==> src/rtl/pwr_cntr_ctrl_pkg.sv <==
// Shared definitions for the power-counter read-modify-write controller:
// default geometry, FSM state encoding and a pointer-width helper.
package pwr_cntr_ctrl_pkg;

  localparam int PWR_NREQ = 4;
  localparam int PWR_NDIR = 1;   // matches Ndir: address is PWR_NDIR+1 bits
  localparam int PWR_NENT = 3;   // matches NumPwrCntr
  localparam int PWR_DW   = 32;

  typedef enum logic [2:0] {
    ST_IDLE = 3'd0,
    ST_RD   = 3'd1,
    ST_WR   = 3'd2,
    ST_ACK  = 3'd3,
    ST_CLR  = 3'd4
  } pwr_state_e;

  // Index width for an n-way pointer, never narrower than one bit.
  function automatic int ptr_w(input int n);
    return (n > 1) ? $clog2(n) : 1;
  endfunction

endpackage

==> src/rtl/pwr_cntr_ctrl_if.sv <==
// Requester handshake and memory-port bundle of the power-counter controller.
interface pwr_cntr_ctrl_if import pwr_cntr_ctrl_pkg::*; #(
  parameter int NREQ = PWR_NREQ,
  parameter int NDIR = PWR_NDIR,
  parameter int DW   = PWR_DW
) ();

  // Handshake: a requester raises req[i] with a stable req_dir slice and holds both
  // until the one-cycle ack[i] pulse (err/ovf qualify that same cycle); it drops req
  // on the edge that closes the ack cycle. clr is sampled only while the block is idle.
  logic [NREQ-1:0]          req;
  logic [NREQ*(NDIR+1)-1:0] req_dir;
  logic [NREQ-1:0]          ack;
  logic                     err;
  logic                     ovf;
  logic                     clr;
  logic                     clr_busy;

  // Memory port: LE=1 read (memory drives dato), LE=0 write (controller drives dato).
  logic [NDIR:0]            dir;
  logic                     LE;
  logic [DW-1:0]            dato_o;
  logic                     dato_oe;
  logic [DW-1:0]            dato_i;

  modport master (
    input  req, req_dir, clr, dato_i,
    output ack, err, ovf, clr_busy, dir, LE, dato_o, dato_oe
  );

  modport slave (
    output req, req_dir, clr, dato_i,
    input  ack, err, ovf, clr_busy, dir, LE, dato_o, dato_oe
  );

endinterface

==> src/rtl/pwr_rr_arb.sv <==
// Combinational round-robin picker: the lowest requesting index at or above ptr,
// wrapping, wins.
module pwr_rr_arb import pwr_cntr_ctrl_pkg::*; #(
  parameter  int NREQ = PWR_NREQ,
  localparam int PW   = ptr_w(NREQ)
) (
  input  logic [NREQ-1:0] req,
  input  logic [PW-1:0]   ptr,
  output logic [NREQ-1:0] gnt,
  output logic [PW-1:0]   gnt_idx,
  output logic            gnt_vld
);

  logic [PW-1:0] idx;

  always_comb begin
    gnt     = '0;
    gnt_idx = '0;
    gnt_vld = 1'b0;
    idx     = '0;
    for (int k = 0; k < NREQ; k++) begin
      idx = PW'((int'(ptr) + k) % NREQ);
      if (!gnt_vld && req[idx]) begin
        gnt_vld  = 1'b1;
        gnt[idx] = 1'b1;
        gnt_idx  = idx;
      end
    end
  end

endmodule

==> src/rtl/pwr_cntr_ctrl.sv <==
// Arbitrated saturating read-modify-write of the PwrCntr array, plus a clear sweep
// that zeroes every populated entry. All outputs are registered.
module pwr_cntr_ctrl import pwr_cntr_ctrl_pkg::*; #(
  parameter int NREQ = PWR_NREQ,
  parameter int NDIR = PWR_NDIR,
  parameter int NENT = PWR_NENT,
  parameter int DW   = PWR_DW
) (
  input  logic            CLK,
  input  logic            RSTn,
  pwr_cntr_ctrl_if.master bus,
  output pwr_state_e      dbg_state
);

  localparam int              PW       = ptr_w(NREQ);
  localparam int              AW       = NDIR + 1;
  localparam logic [DW-1:0]   ALL_ONES = '1;
  localparam logic [AW-1:0]   LAST_DIR = AW'(NENT - 1);
  localparam logic [AW:0]     NENT_W   = (AW + 1)'(NENT);

  pwr_state_e      state_q, state_d;
  logic [PW-1:0]   ptr_q, ptr_d;
  logic [PW-1:0]   g_idx_q, g_idx_d;
  logic [NREQ-1:0] g_oh_q, g_oh_d;
  logic            ovf_rec_q, ovf_rec_d;
  logic [AW-1:0]   dir_q, dir_d;
  logic            le_q, le_d;
  logic            oe_q, oe_d;
  logic [DW-1:0]   dato_q, dato_d;
  logic [NREQ-1:0] ack_q, ack_d;
  logic            err_q, err_d;
  logic            ovf_q, ovf_d;
  logic            busy_q, busy_d;

  logic [NREQ-1:0] arb_gnt;
  logic [PW-1:0]   arb_idx;
  logic            arb_vld;
  logic [AW-1:0]   sel_dir;
  logic            sel_ok;
  logic            rd_full;
  logic [DW-1:0]   rd_inc;

  pwr_rr_arb #(.NREQ(NREQ)) u_arb (
    .req     (bus.req),
    .ptr     (ptr_q),
    .gnt     (arb_gnt),
    .gnt_idx (arb_idx),
    .gnt_vld (arb_vld)
  );

  always_comb begin
    sel_dir = '0;
    for (int i = 0; i < NREQ; i++) begin
      if (arb_gnt[i]) sel_dir = sel_dir | bus.req_dir[i*AW +: AW];
    end
  end

  // Addresses past the populated entries are answered with err and never touch memory.
  assign sel_ok  = ({1'b0, sel_dir} < NENT_W);
  assign rd_full = (bus.dato_i == ALL_ONES);
  assign rd_inc  = rd_full ? bus.dato_i : bus.dato_i + DW'(1);

  always_comb begin
    state_d   = state_q;
    ptr_d     = ptr_q;
    g_idx_d   = g_idx_q;
    g_oh_d    = g_oh_q;
    ovf_rec_d = ovf_rec_q;
    dir_d     = dir_q;
    le_d      = le_q;
    oe_d      = oe_q;
    dato_d    = dato_q;
    ack_d     = '0;
    err_d     = 1'b0;
    ovf_d     = 1'b0;
    busy_d    = busy_q;
    unique case (state_q)
      ST_IDLE: begin
        if (bus.clr) begin
          state_d = ST_CLR;
          dir_d   = '0;
          busy_d  = 1'b1;
          le_d    = 1'b0;
          oe_d    = 1'b1;
          dato_d  = '0;
        end else if (arb_vld) begin
          g_idx_d = arb_idx;
          g_oh_d  = arb_gnt;
          if (sel_ok) begin
            state_d = ST_RD;
            dir_d   = sel_dir;
            le_d    = 1'b1;
          end else begin
            state_d = ST_ACK;
            ack_d   = arb_gnt;
            err_d   = 1'b1;
          end
        end
      end
      ST_RD: begin
        state_d   = ST_WR;
        le_d      = 1'b0;
        oe_d      = 1'b1;
        dato_d    = rd_inc;
        ovf_rec_d = rd_full;
      end
      ST_WR: begin
        state_d = ST_ACK;
        le_d    = 1'b1;
        oe_d    = 1'b0;
        ack_d   = g_oh_q;
        ovf_d   = ovf_rec_q;
      end
      ST_ACK: begin
        // Requests are ignored here so the acked requester has time to drop req.
        state_d = ST_IDLE;
        ptr_d   = (g_idx_q == PW'(NREQ - 1)) ? '0 : g_idx_q + PW'(1);
      end
      ST_CLR: begin
        if (dir_q == LAST_DIR) begin
          state_d = ST_IDLE;
          le_d    = 1'b1;
          oe_d    = 1'b0;
          busy_d  = 1'b0;
        end else begin
          dir_d = dir_q + AW'(1);
        end
      end
      default: state_d = ST_IDLE;
    endcase
  end

  always_ff @(posedge CLK) begin
    if (!RSTn) begin
      state_q   <= ST_IDLE;
      ptr_q     <= '0;
      g_idx_q   <= '0;
      g_oh_q    <= '0;
      ovf_rec_q <= 1'b0;
      dir_q     <= '0;
      le_q      <= 1'b1;
      oe_q      <= 1'b0;
      dato_q    <= '0;
      ack_q     <= '0;
      err_q     <= 1'b0;
      ovf_q     <= 1'b0;
      busy_q    <= 1'b0;
    end else begin
      state_q   <= state_d;
      ptr_q     <= ptr_d;
      g_idx_q   <= g_idx_d;
      g_oh_q    <= g_oh_d;
      ovf_rec_q <= ovf_rec_d;
      dir_q     <= dir_d;
      le_q      <= le_d;
      oe_q      <= oe_d;
      dato_q    <= dato_d;
      ack_q     <= ack_d;
      err_q     <= err_d;
      ovf_q     <= ovf_d;
      busy_q    <= busy_d;
    end
  end

  assign bus.dir      = dir_q;
  assign bus.LE       = le_q;
  assign bus.dato_o   = dato_q;
  assign bus.dato_oe  = oe_q;
  assign bus.ack      = ack_q;
  assign bus.err      = err_q;
  assign bus.ovf      = ovf_q;
  assign bus.clr_busy = busy_q;
  assign dbg_state    = state_q;

endmodule

==> src/flat_wrapper.sv <==
// flat-port wrapper written by rule: the top's interface ports become plain ports
module pwr_cntr_ctrl_flat import pwr_cntr_ctrl_pkg::*;
#(
  parameter int NREQ = PWR_NREQ,
  parameter int NDIR = PWR_NDIR,
  parameter int NENT = PWR_NENT,
  parameter int DW   = PWR_DW
)
  (CLK, RSTn, dbg_state, bus_req, bus_req_dir, bus_clr, bus_dato_i, bus_ack, bus_err, bus_ovf, bus_clr_busy, bus_dir, bus_LE, bus_dato_o, bus_dato_oe);
  pwr_cntr_ctrl_if #(.NREQ(NREQ), .NDIR(NDIR), .DW(DW)) bus_i ();
  input  logic CLK;
  input  logic RSTn;
  output pwr_state_e dbg_state;
  input wire logic [$bits(bus_i.req)-1:0] bus_req;
  input wire logic [$bits(bus_i.req_dir)-1:0] bus_req_dir;
  input wire logic [$bits(bus_i.clr)-1:0] bus_clr;
  input wire logic [$bits(bus_i.dato_i)-1:0] bus_dato_i;
  output wire logic [$bits(bus_i.ack)-1:0] bus_ack;
  output wire logic [$bits(bus_i.err)-1:0] bus_err;
  output wire logic [$bits(bus_i.ovf)-1:0] bus_ovf;
  output wire logic [$bits(bus_i.clr_busy)-1:0] bus_clr_busy;
  output wire logic [$bits(bus_i.dir)-1:0] bus_dir;
  output wire logic [$bits(bus_i.LE)-1:0] bus_LE;
  output wire logic [$bits(bus_i.dato_o)-1:0] bus_dato_o;
  output wire logic [$bits(bus_i.dato_oe)-1:0] bus_dato_oe;
  assign bus_i.req = bus_req;
  assign bus_i.req_dir = bus_req_dir;
  assign bus_i.clr = bus_clr;
  assign bus_i.dato_i = bus_dato_i;
  assign bus_ack = bus_i.ack;
  assign bus_err = bus_i.err;
  assign bus_ovf = bus_i.ovf;
  assign bus_clr_busy = bus_i.clr_busy;
  assign bus_dir = bus_i.dir;
  assign bus_LE = bus_i.LE;
  assign bus_dato_o = bus_i.dato_o;
  assign bus_dato_oe = bus_i.dato_oe;
  pwr_cntr_ctrl #(.NREQ(NREQ), .NDIR(NDIR), .NENT(NENT), .DW(DW)) u_core (.CLK(CLK), .RSTn(RSTn), .bus(bus_i), .dbg_state(dbg_state));
endmodule
==> config.mk <==
export PLATFORM = sky130hd
export DESIGN_NAME = pwr_cntr_ctrl_flat
export DESIGN_NICKNAME = d
export VERILOG_FILES = /design/src/rtl/pwr_cntr_ctrl_pkg.sv /design/src/rtl/pwr_cntr_ctrl_if.sv /design/src/rtl/pwr_rr_arb.sv /design/src/rtl/pwr_cntr_ctrl.sv /design/src/flat_wrapper.sv
export SDC_FILE = /design/constraint.sdc
export NUM_CORES = 1
export LEC_CHECK = 0
export ABC_AREA = 1
export CAP_MARGIN = 25
export CORE_AREA = 3 3 79 99
export CTS_BUF_LIST = sky130_fd_sc_hd__clkbuf_4 sky130_fd_sc_hd__clkbuf_8
export DETAILED_ROUTE_END_ITERATION = 10
export DIE_AREA = 0 0 82 102
export DONT_BUFFER_PORTS = 1
export PLACE_DENSITY = 0.69
export SYNTH_ARGS = -nofsm -noshare
export SYNTH_HDL_FRONTEND = slang
export SYNTH_HIERARCHICAL = 1
export SYNTH_SLANG_ARGS = --single-unit
export TNS_END_PERCENT = 50
==> constraint.sdc <==
create_clock -name CLK -period 5.69 [get_ports CLK]
set_input_delay 0.8535 -clock CLK [delete_from_list [all_inputs] [get_ports CLK]]
set_output_delay 0.8535 -clock CLK [all_outputs]
set_load 0.03 [all_outputs]
[Word-level counts from Yosys, hierarchy flattened]
Index checks and enable logic that the tools add are counted.
Storage, ports and cells
  register bits: 55
  input port bits: 47
  logic and storage cells: 133
Operators by class
  add/sub/neg operators: 6
  $lt $le $gt $ge: 9
  eq/ne operators: 12
  multiplexer cells: 60
  bitwise gates (word level): 10
  reduce and logical (&&, ||, !) cells: 23
Operator list (count)
  $mux W32: 2
  $pmux W32 S2: 1
  $add A32 B1 Y32 const B: 1
  $eq A32 B32 Y1 const B: 1
  $mux W2: 14
  $mux W4: 7
  $mux W1: 19
  $lt A2 B3 Y1 const B: 4
  $or A4 B4 Y4: 3
  $pmux W3 S4: 1
  $mux W3: 3
  $reduce_and A3 Y1: 3
  $bmux W1 S2: 4
  $demux W1 S2: 4
  $ge A2 B1 Y1 const B: 4
  $pmux W1 S4: 2
  $pmux W4 S2: 1
  $reduce_and A4 Y1: 2
  $logic_and A1 B1 Y1: 7
  $add A2 B1 Y2 const B: 3
  $eq A3 B2 Y1 const B: 2
  $ne A3 B2 Y1 const B: 2
  $or A2 B2 Y2: 3
  $reduce_and A2 Y1: 3
  15 further kinds: 24

[Longest topological paths before layout]
Gate-level depths: netlist of run 1.
  depth after elaboration: 24
  depth in mapped cells: 18
  depth with buffers taken out: 16

[Hierarchy]
The synthesis of run 1 kept the hierarchy.
By module, submodules not included
  pwr_cntr_ctrl: instances 1, cells an instance 544, area an instance 3331.9 um2, sequential area each 1101.1 um2
  pwr_rr_arb: instances 1, cells an instance 74, area an instance 440.4 um2, sequential area each 0.0 um2

[Worst setup path before layout of run 1]
No wires, ideal clock.
  path type: input port to flip-flop
  start point: input port bus_req[3]
  end point: register u_core.dir_q[0], in the netlist u_core/bus.dir[0]
  arrival time: 2425 ps
  data required time: 5577 ps
  setup slack: 3152 ps
  cell stages on the path: 16
  path through: inv_1 nand2_1 nand3_4 nand2_4 nor2_1 a21oi_1 nand3_1 nand2_1 nand4_1 and2_1 clkbuf_1 nand2_1 nand3_1 nand2_1 nand2_1 nor2_1
RTL lines
  from (decl): line flat_wrapper.sv:14  | input wire logic [$bits(bus_i.req)-1:0] bus_req;
  $bmux W1 S2: line pwr_rr_arb.sv:23  | if (!gnt_vld && req[idx]) begin
  $mux W1 (implied by the code): line pwr_rr_arb.sv:23
  $mux W1: line pwr_rr_arb.sv:23
  $logic_not A1 Y1: line pwr_rr_arb.sv:23
  $logic_and A1 B1 Y1: line pwr_rr_arb.sv:23
  $mux W1: line pwr_rr_arb.sv:23
  $logic_not A1 Y1: line pwr_rr_arb.sv:23
  $logic_and A1 B1 Y1: line pwr_rr_arb.sv:23
  $mux W1: line pwr_rr_arb.sv:23
  $logic_not A1 Y1: line pwr_rr_arb.sv:23
  $logic_and A1 B1 Y1: line pwr_rr_arb.sv:23
  $mux W4 (*): line pwr_rr_arb.sv:23
  via u_core.arb_gnt[2]: line pwr_cntr_ctrl.sv:35  | logic [NREQ-1:0] arb_gnt;
  $mux W2 (*): line pwr_cntr_ctrl.sv:54  | if (arb_gnt[i]) sel_dir = sel_dir | bus.req_dir[i*AW +: AW];
  $or A2 B2 Y2: line pwr_cntr_ctrl.sv:54
  $mux W2 (*): line pwr_cntr_ctrl.sv:54
  parallel branches: the longest is 4 deep, another holds $lt A2 B2 Y1
  to (signal assigned): line pwr_cntr_ctrl.sv:154  | dir_q <= dir_d;
  to (decl): line pwr_cntr_ctrl.sv:26  | logic [AW-1:0] dir_q, dir_d;
Mark *: on every way through the listed nets, which the timed path passes. The select of a mux whose other input is x is not followed.
A chain may end at the register's enable or synchronous reset.

[Final worst setup path of run 1]
  start point: register u_core.ptr_q[0]
  end point: register u_core.dir_q[0], in the netlist u_core/bus.dir[0]
RTL lines
  from (decl): line pwr_cntr_ctrl.sv:22  | logic [PW-1:0] ptr_q, ptr_d;
  from (signal assigned): line pwr_cntr_ctrl.sv:150  | ptr_q <= ptr_d;
  parallel branches: the longest is 11 deep, another holds $lt A2 B3 Y1
  $mux W4 (*): line pwr_rr_arb.sv:23
  via u_core.arb_gnt[1]: line pwr_cntr_ctrl.sv:35
  $mux W2 (*): line pwr_cntr_ctrl.sv:54
  $or A2 B2 Y2: line pwr_cntr_ctrl.sv:54
  $mux W2 (*): line pwr_cntr_ctrl.sv:54
  $or A2 B2 Y2: line pwr_cntr_ctrl.sv:54
  $mux W2 (*): line pwr_cntr_ctrl.sv:54
  parallel branches: the longest is 4 deep, another holds $lt A2 B2 Y1
Marked as above.

==> impl_metrics.ini, run 1 <==
[sta]
rsz0062_at_grt = false
setup_viol = 0
relSlewSlack_pct = 49.8
final.setup.tns_ns = 0
finalCritPeriodShare_pct = 52.4
final.min_clock_period_ns = 2.98
fmax_mhz = 336
drv_slew = 0
worst_pin_slew_ns = 0.753
finClkSkew_ns = 0.00878
hold_viol_final = 0

[detailed_routing]
first_pass_iters = 7
wirelength_um = 10000
drc = 0
ant_nets = 0
vias_per_cell = 5.43
drt_iter0_drc = 124
num_vias = 3798
post_drt_wl_per_cell_um = 14.4

[critical_path]
worstPathArrival_ns = 3.20
crit_top_cell = nand2_1
start_kind = register
cp.required_ns = 5.91
worst-path-max-fanout = 10
cpMaxStageDelayCell = dfxtp_1
cp_cell_sequence = inv_2, ha_1, inv_1, nand3_1, nand2_1, nor2_1, a21oi_1, nand3_1, nand2_1, nand4_1, and2_1, nand2_1, nand3_1, nand2_1, nand2_1, nor2_1
cp-end-kind = register
path_class = register to register
cp_slowest_stage_delay_ns = 0.50

[finish]
fin_area_sq_mm = 0.00388
final_layout_size_suffix_gt1_share_pct = 8.69
area_growth_pct = 2.75
final_nets = 664
diodes = 0

[grt]
antenna_found_initial = 0
grt_pass1_wl_um = 16400
grt-ovfl-total = 0
grt_pass1_vias = 3656
grt.total_usage_pct = 24.9
grt_max_degree = 47

[synthesis]
synthesis.nets = 673
syn_inst = 618
synth-seq-area-share_pct = 29.2
yosysWarningCount = 6
syn_area_sq_mm = 0.00377
synth_cell_type_count = 31
ys_ff_latch = 55
syn_avg_cell_area_sq_um = 6.10

[pwr]
ir_drop_v = 0.000194
p_per_area_mw_per_mm2 = 358
leakage_nw = 1.69

[cts]
clkLatencyLatePin_ns = 0.31
cts.clk_slew.worst_paths_ns = 0.11
cts_tree = done
cts_resized = 0
root_buffer = clkbuf_8
h-tree-depth = 2
cts_sinks = 55
cts_buffers = 5
cts_setup_buffers = 0
ctsLongestPathBuffers = 2
cts-hold-fix-buffers = 0

[floorplan]
die-area_sq_mm = 0.00836
die_y_um = 102
row_count = 34
initial_core_util_pct = 54.1
core_area_sq_mm = 0.00698
die_x_um = 82
io_pins = 93

[run_status]
status = complete, no violations

[job]
maxCapViolations = 0

[placement]
dp_hpwl_um = 7820
gp_congestion = 0.947
portBuffers = 0
dpl-instance-area_sq_mm = 0.00378

[min_path]
hold_path.class = register to register
critical path: cells and delay by family, from the launching register on:
| kind | cells | cell delay [ns] |
|---|---|---|
| and+or+nand+nor | 12 | 1.55 |
| DFF | 1 | 0.50 |
| adders and majority gates | 1 | 0.39 |
| buffers and inverters | 2 | 0.28 |
| AOI/OAI and AO/OA | 1 | 0.16 |
cell type report:
cell class	instances	area [sq um]
flip-flops and latches	55	1100
inverters	60	225
well taps	90	113
repair buffers	2	15.0
fillers	755	3100
clock buffers	5	68.8
multi-input cells	485	2330
clock inverters	3	27.5
cell usage in the layout, fill, tap and decap left out:
cell type	count
nand2_1	219
nand3_1	66
nor2_1	64
inv_1	57
dfxtp_1	55
a21oi_1	53
o21ai_0	15
nand4_1	11
nand2_2	10
or2_2	9
ha_1	8
clkbuf_8	5
nand3_2	5
a21boi_0	4
nor2_4	3
inv_2	3
nand2_4	3
nor2_2	3
nor2_8	2
a21oi_2	2
buf_4	2
inv_8	1
clkinv_4	1
clkinvlp_4	1
xnor2_1	1
and2_1	1
nor3_2	1
a41oi_1	1
nor3_1	1
nor3_4	1
xor2_1	1
nand3_4	1
path summary, 6_finish.rpt:
| check | start | endpoint | slack (ns) | depth (start not counted) |
|---|---|---|---|---|
| max | u_core/ptr_q[0]$_SDFFE_PN0N_ | u_core/bus.dir[0]$_SDFFE_PN0P_ | 2.71 | 16 |
| min | u_core/g_oh_q[3]$_SDFFE_PN0P_ | u_core/g_oh_q[3]$_SDFFE_PN0P_ | 0.47 | 2 |
| max reg2reg | u_core/ptr_q[0]$_SDFFE_PN0N_ | u_core/bus.dir[0]$_SDFFE_PN0P_ | 2.71 | 16 |
| min reg2reg | u_core/g_oh_q[3]$_SDFFE_PN0P_ | u_core/g_oh_q[3]$_SDFFE_PN0P_ | 0.47 | 2 |
report_power, final:
part	internal, mW	switching, mW
logic	0.158	0.337
registers	0.463	0.200
clock network	0.0907	0.139
total	0.712	0.676
stage by stage:
stage	std cells	power (mW)	worst slack, ns	hold slack, ns	util (%)
finish	700	1.39	2.71	0.470	55.6
global route	700	1.50	2.42	0.494	55.6
CTS	700	1.40	2.77	0.469	55.6
detailed placement	692	1.17	2.78	0.453	54.2
global placement	692	1.15	2.98	0.453	54.2
floorplan	618	1.07	3.15	0.417	-
synthesized netlist by cell type:
cell      instances  area share (%)
buf_6             6             1.8
and2_1            1            0.17
a21oi_2           2            0.46
nor3_1            1            0.13
nand3_1          66             8.8
nor2_4            3            0.90
a21boi_0          4            0.80
o21ai_0          15             2.0
nand2_4           3            0.90
xor2_1            1            0.23
nor3_2            1            0.27
nor2_8            2             1.1
dfxtp_1          55              29
nand2_2          10             1.7
clkbuf_1          5            0.50
xnor2_1           1            0.23
nand4_1          11             1.8
a21oi_1          53             7.0
nand3_4           1            0.46
a41oi_1           1            0.23
nor2_2            3            0.50
nand2_1         219              22
inv_1            57             5.7
or2_2             9             1.5
nand3_2           5             1.3
ha_1              8             2.7
buf_2             6            0.80
buf_1             1           0.099
inv_2             3            0.30
nor3_4            1            0.43
nor2_1           64             6.4
per-layer routing:
metal | GRT usage, % | vias up | wire, um
met5 | 0 | - | 0
met4 | 10.9 | 0 | 337
met3 | 7.05 | 24 | 889
met2 | 45.0 | 122 | 5000
met1 | 26.4 | 1696 | 3820
li1 | - | 1956 | -
kinds of logic (layout without fill, tap and decap cells):
kind of cell               Yosys count  after routing  synth area share (%)
DFF                                 55             55                  29.2
xor gates and xnor gates             2              2                 0.464
AOI/OAI and AO/OA                   75             75                  10.5
and+or+nand+nor                    400            400                  48.0
adders and majority gates            8              8                  2.65
buffers and inverters               78             70                  9.15
sequential cells by signal, summed over array words and instances (netlist names):
| register | count |
|---|---|
| u_core/bus.LE | 1 |
| u_core/bus.ack | 4 |
| u_core/bus.clr_busy | 1 |
| u_core/bus.dato_o | 32 |
| u_core/bus.dato_oe | 1 |
| u_core/bus.dir | 2 |
| u_core/bus.err | 1 |
| u_core/bus.ovf | 1 |
| u_core/dbg_state | 3 |
| u_core/g_idx_q | 2 |
| u_core/g_oh_q | 4 |
| u_core/ovf_rec_q | 1 |
| u_core/ptr_q | 2 |
Power figures use the tool's default switching activity.
==> run 2: changes to the inputs <==
--- a/config.mk
+++ b/config.mk
@@ -12,7 +12,7 @@
 export DETAILED_ROUTE_END_ITERATION = 10
 export DIE_AREA = 0 0 82 102
 export DONT_BUFFER_PORTS = 1
-export PLACE_DENSITY = 0.69
+export PLACE_DENSITY = 0.71
 export SYNTH_ARGS = -nofsm -noshare
 export SYNTH_HDL_FRONTEND = slang
 export SYNTH_HIERARCHICAL = 1
==> constraint.sdc (replaced) <==
create_clock -name CLK -period 2.7 [get_ports CLK]
set_input_delay 0.405 -clock CLK [delete_from_list [all_inputs] [get_ports CLK]]
set_output_delay 0.405 -clock CLK [all_outputs]
set_load 0.03 [all_outputs]
==> run 2 against run 1 <==
Effect of this change: sequential share of layout area is 0.25 points lower; wire length is 0.33% higher; sequential power up 110%; cell area rose by 1.2%; clock power is 110% higher; worst hold slack got worse by 0.30 ns; combinational power increased by 120%; non-clock buffer count is 5 higher; count of clock-buffer cells in the layout unchanged; sequential cell count is the same; register-to-register slack lost 2.5 ns; clock skew grew 0.0031 ns.
==> impl_metrics.ini, run 2 (synthesized netlist as in run 1, its figures left out) <==
[floorplan]
core_area_sq_mm = 0.00698
die_x_um = 82
io_pins = 93
die_y_um = 102
row_count = 34
die-area_sq_mm = 0.00836
initial_core_util_pct = 54.1

[cts]
ctsLongestPathBuffers = 2
cts_tree = done
cts.clk_slew.worst_paths_ns = 0.11
clkLatencyLatePin_ns = 0.31
cts_sinks = 55
cts_buffers = 5
h-tree-depth = 2
cts-hold-fix-buffers = 0
root_buffer = clkbuf_8

[critical_path]
worstReg2RegEnd = u_core/bus.dir[1]$_SDFFE_PN0P_
worst-path-max-fanout = 6
reg2regPathDepth = 16
worstPathArrival_ns = 2.78
r2r_slack_ns = 0.18
path_class = register to register
timing.rr.start = u_core/ptr_q[1]$_SDFFE_PN0N_
cp-end-kind = register
cp.required_ns = 2.96
start_kind = register

[min_path]
worstHoldStart = RSTn
hold_path_end = u_core/bus.LE$_SDFFE_PN1P_
hold_path.class = primary input to register
whs_path_depth = 1

[grt]
antenna_found_initial = 0
grt_pass1_wl_um = 16300
grt_max_degree = 47
grt_pass1_vias = 3658
grt.total_usage_pct = 24.3
grt-ovfl-total = 0

[finish]
nFillCells = 740
diodes = 0
final_common_cell = nand2_1
area_growth_pct = 4.01
final_cell_mix = nand2_1 (219), nand3_1 (66), nor2_1 (63)
seq_area_sq_mm = 0.00110
final_nets = 669
largest_register_ffs = 32
final_layout_size_suffix_gt1_share_pct = 9.76
multiInputGateArea_sq_mm = 0.00233
instances_no_fill = 705

[detailed_routing]
wirelength_um = 10100
post_drt_wl_per_cell_um = 14.3
ant_nets = 0
num_vias = 3811
first_pass_iters = 4
vias_per_cell = 5.41
drc = 0
drt_iter0_drc = 166

[sta]
worst_pin_slew_ns = 0.778
final.min_clock_period_ns = 2.52
final.setup.tns_ns = 0
hold_viol_final = 0
drv_slew = 0
finClkSkew_ns = 0.0119
finalCritPeriodShare_pct = 93.4
setup_viol = 0
fmax_mhz = 396
relSlewSlack_pct = 48.1

[placement]
gp_congestion = 0.921
dpl.cell_count = 695
portBuffers = 0
dp_hpwl_um = 7940

[run_status]
status = complete, no violations

[pwr]
ir_drop_v = 0.000443
leakage_nw = 1.72
p_per_area_mw_per_mm2 = 757

[job]
maxCapViolations = 0
run 2: power by group:
part | switching, mW | total (mW) | leakage (nW) | internal, mW
clock network | 0.286 | 0.477 | 0.0491 | 0.192
logic | 0.740 | 1.10 | 1.22 | 0.358
registers | 0.419 | 1.39 | 0.448 | 0.976
total | 1.44 | 2.97 | 1.72 | 1.53
run 2: worst max path at each step:
stage                     cells after the start                          from                              to
final                                        16  u_core/ptr_q[1]$_SDFFE_PN0N_  u_core/bus.dir[1]$_SDFFE_PN0P_
after global routing                         15  u_core/ptr_q[1]$_SDFFE_PN0N_  u_core/bus.dir[0]$_SDFFE_PN0P_
after CTS                                    16  u_core/ptr_q[0]$_SDFFE_PN0N_  u_core/bus.dir[1]$_SDFFE_PN0P_
after detailed placement                     16  u_core/ptr_q[0]$_SDFFE_PN0N_  u_core/bus.dir[1]$_SDFFE_PN0P_
after global placement                       16  u_core/ptr_q[0]$_SDFFE_PN0N_  u_core/bus.dir[0]$_SDFFE_PN0P_
after floorplan                              17  u_core/ptr_q[0]$_SDFFE_PN0N_  u_core/bus.dir[0]$_SDFFE_PN0P_
run 2: through the flow:
stage | hold slack, ns | utilization (%) | setup WS, ns | power [mW] | instance area, sq um
after detailed placement | 0.455 | 54.5 | 0.0566 | 2.48 | 3800
final | 0.175 | 56.2 | 0.178 | 2.97 | 3920
after CTS | 0.163 | 55.9 | 0.0401 | 2.96 | 3900
after floorplan | 0.417 | - | 0.177 | 2.25 | 3770
after global routing | 0.168 | 56.2 | -0.00515 | 3.18 | 3920
after global placement | 0.452 | 54.5 | 0.278 | 2.43 | 3800
run 2: worst max-delay path: stages (launching register included):
cell and delay [ns]:
dfxtp_1 0.34, inv_1 0.11, ha_1 0.36, inv_1 0.14, nand3_1 0.10, nand2_1 0.12
nor2_4 0.08, a21oi_1 0.15, nand3_1 0.16, nand2_1 0.10, nand4_1 0.12, and2_1 0.19
nand2_1 0.11, nand3_1 0.15, nand2_1 0.10, nand2_1 0.06, nor2_1 0.09
run 2: repair_timing:
item	4_1_cts	5_1_grt
setup buffers	0	2
setup endpoints to repair	0	8
resized for setup	0	4
run 2: layout make-up:
| type | instances | share of cell area [%] |
|---|---|---|
| Tap cell | 90 | 2.87 |
| Sequential cell | 55 | 28.2 |
| Multi-Input combinational cell | 485 | 59.5 |
| Inverter | 60 | 5.74 |
| Clock inverter | 3 | 0.670 |
| Clock buffer | 5 | 1.75 |
| Timing Repair Buffer | 7 | 1.34 |
run 2: routing by layer:
metal	share of wire, %	global-route usage [%]	up-vias
li1	-	-	1973
met1	38	25.7	1710
met2	52	45.2	112
met3	8.3	6.79	16
met4	2.4	8.44	0
met5	0	0	-
==> run 3: changes to the inputs <==
--- a/config.mk
+++ b/config.mk
@@ -7,12 +7,12 @@
 export LEC_CHECK = 0
 export ABC_AREA = 1
 export CAP_MARGIN = 25
-export CORE_AREA = 3 3 79 99
+export CORE_AREA = 3 3 87 89
 export CTS_BUF_LIST = sky130_fd_sc_hd__clkbuf_4 sky130_fd_sc_hd__clkbuf_8
 export DETAILED_ROUTE_END_ITERATION = 10
-export DIE_AREA = 0 0 82 102
+export DIE_AREA = 0 0 90 92
 export DONT_BUFFER_PORTS = 1
-export PLACE_DENSITY = 0.71
+export PLACE_DENSITY = 0.72
 export SYNTH_ARGS = -nofsm -noshare
 export SYNTH_HDL_FRONTEND = slang
 export SYNTH_HIERARCHICAL = 1
==> run 3 against run 2 <==
Effect of this change: register-to-register slack better by 0.07 ns; core utilization is 1.8 points higher; wire length is 0.94% lower; maximum frequency is 2.8% higher; worst hold slack worse by 0.0086 ns; critical path type unchanged.
==> impl_metrics.ini, run 3 (synthesized netlist as in run 1, its figures left out) <==
[placement]
gp_congestion = 0.928
portBuffers = 0
pre_cts_ws_ns = 0.223
dpl-instance-area_sq_mm = 0.00383
dp_hpwl_um = 7820

[sta]
finalCritPeriodShare_pct = 90.9
drv_slew = 0
final.min_clock_period_ns = 2.45
worst_pin_slew_ns = 0.753
relSlewSlack_pct = 49.7
hold_ws_ns = 0.167
final.setup.worst_slack_ns = 0.246
finClkSkew_ns = 0.00658
fmax_mhz = 407
rsz0062_at_grt = false
hold_viol_final = 0
final.setup.tns_ns = 0
setup_viol = 0

[detailed_routing]
drt_iter0_drc = 221
num_vias = 3838
ant_nets = 0
first_pass_iters = 6
vias_per_cell = 5.38
drc = 0
post_drt_wl_per_cell_um = 14.0
wirelength_um = 9980

[critical_path]
start_kind = register
worstReg2RegEnd = u_core/bus.dir[0]$_SDFFE_PN0P_
cp-end-kind = register
reg2regPathDepth = 17
worst-path-max-fanout = 7
worstPathArrival_ns = 2.68
r2r_slack_ns = 0.25
timing.rr.start = u_core/ptr_q[1]$_SDFFE_PN0N_
path_class = register to register
cp.required_ns = 2.93

[floorplan]
io_pins = 93
core_area_sq_mm = 0.00683
initial_core_util_pct = 55.2
die_x_um = 90
row_count = 30
die-area_sq_mm = 0.00828
die_y_um = 92

[cts]
cts_sinks = 55
ctsLongestPathBuffers = 2
cts_buffers = 5
clkLatencyLatePin_ns = 0.32
h-tree-depth = 2
cts.clk_slew.worst_paths_ns = 0.11
cts_tree = done
root_buffer = clkbuf_8
cts-hold-fix-buffers = 0

[finish]
largest_register_ffs = 32
final_layout_size_suffix_gt1_share_pct = 10.4
seq_area_sq_mm = 0.00110
final_nets = 672
area_growth_pct = 5.04
multiInputGateArea_sq_mm = 0.00235
fin_area_sq_mm = 0.00396
final_cell_mix = nand2_1 (219), nand3_1 (65), nor2_1 (63)
diodes = 0
nFillCells = 721
final_common_cell = nand2_1

[grt]
grt_pass1_vias = 3434
grt-ovfl-total = 0
grt_max_degree = 47
grt_pass1_wl_um = 16500
grt.total_usage_pct = 24.3
antenna_found_initial = 0

[pwr]
leakage_nw = 1.74
ir_drop_v = 0.000557
p_per_area_mw_per_mm2 = 757

[run_status]
status = complete, no violations

[min_path]
whs_path_depth = 1
hold_path.class = primary input to register
worstHoldStart = RSTn
hold_path_end = u_core/bus.LE$_SDFFE_PN1P_

[job]
maxCapViolations = 0
[run 3: critical path, cell delays in order (launching register included)]
cell      delay, ns
dfxtp_1        0.34
inv_1          0.13
ha_4           0.33
inv_1          0.07
nand2_1        0.08
nand2_2        0.06
nor2_4         0.18
clkbuf_2       0.21
nand4_1        0.10
nand3_1        0.13
nand2_1        0.07
nand4_1        0.09
and2_1         0.18
nand2_1        0.13
nand3_2        0.12
nand2_1        0.06
nand2_1        0.06
nor2_1         0.03
[run 3: final cells by class]
cell class	instances	area share, %
inverter	60	5.68
clock inverter	3	0.726
multi-input combinational	485	59.2
clock buffer	5	1.74
timing repair buffer	10	1.83
sequential	55	27.8
tap	96	3.03
[run 3: worst max path at each step]
stage,from,endpoint,cells past startpoint,slack (ns)
after floorplan,u_core/ptr_q[0]$_SDFFE_PN0N_,u_core/bus.dir[0]$_SDFFE_PN0P_,17,0.18
after global placement,u_core/ptr_q[1]$_SDFFE_PN0N_,u_core/bus.dir[0]$_SDFFE_PN0P_,16,0.36
after detailed placement,u_core/ptr_q[1]$_SDFFE_PN0N_,u_core/bus.dir[1]$_SDFFE_PN0P_,16,0.22
after CTS,u_core/ptr_q[1]$_SDFFE_PN0N_,u_core/bus.dir[1]$_SDFFE_PN0P_,16,0.21
after global routing,u_core/ptr_q[1]$_SDFFE_PN0N_,u_core/bus.dir[1]$_SDFFE_PN0P_,17,0.004
final,u_core/ptr_q[1]$_SDFFE_PN0N_,u_core/bus.dir[0]$_SDFFE_PN0P_,17,0.25
[run 3: layer usage]
| layer | global-route usage [%] | vias up | routed length (um) |
|---|---|---|---|
| met5 | 0 | - | 0 |
| met4 | 6.89 | 0 | 180 |
| met3 | 6.73 | 16 | 889 |
| met2 | 37.1 | 141 | 4400 |
| met1 | 33.4 | 1707 | 4510 |
| li1 | - | 1974 | - |
[run 3: through the flow]
step | power (mW) | std cells | utilization, %
after floorplan | 2.25 | 618 | -
after global placement | 2.46 | 704 | 56.1
after detailed placement | 2.49 | 704 | 56.1
after CTS | 3.00 | 712 | 57.5
after global routing | 3.24 | 714 | 58.0
final | 3.00 | 714 | 58.0
[run 3: what timing repair did]
item,in CTS,in global routing
endpoints found under the setup margin,0,3
resized for setup,0,3
setup buffers,0,2
[run 3: power breakdown]
group          switching (mW)  internal, mW  total (mW)
combinational           0.755         0.383        1.14
clock                   0.296         0.196       0.493
sequential              0.392         0.975        1.37
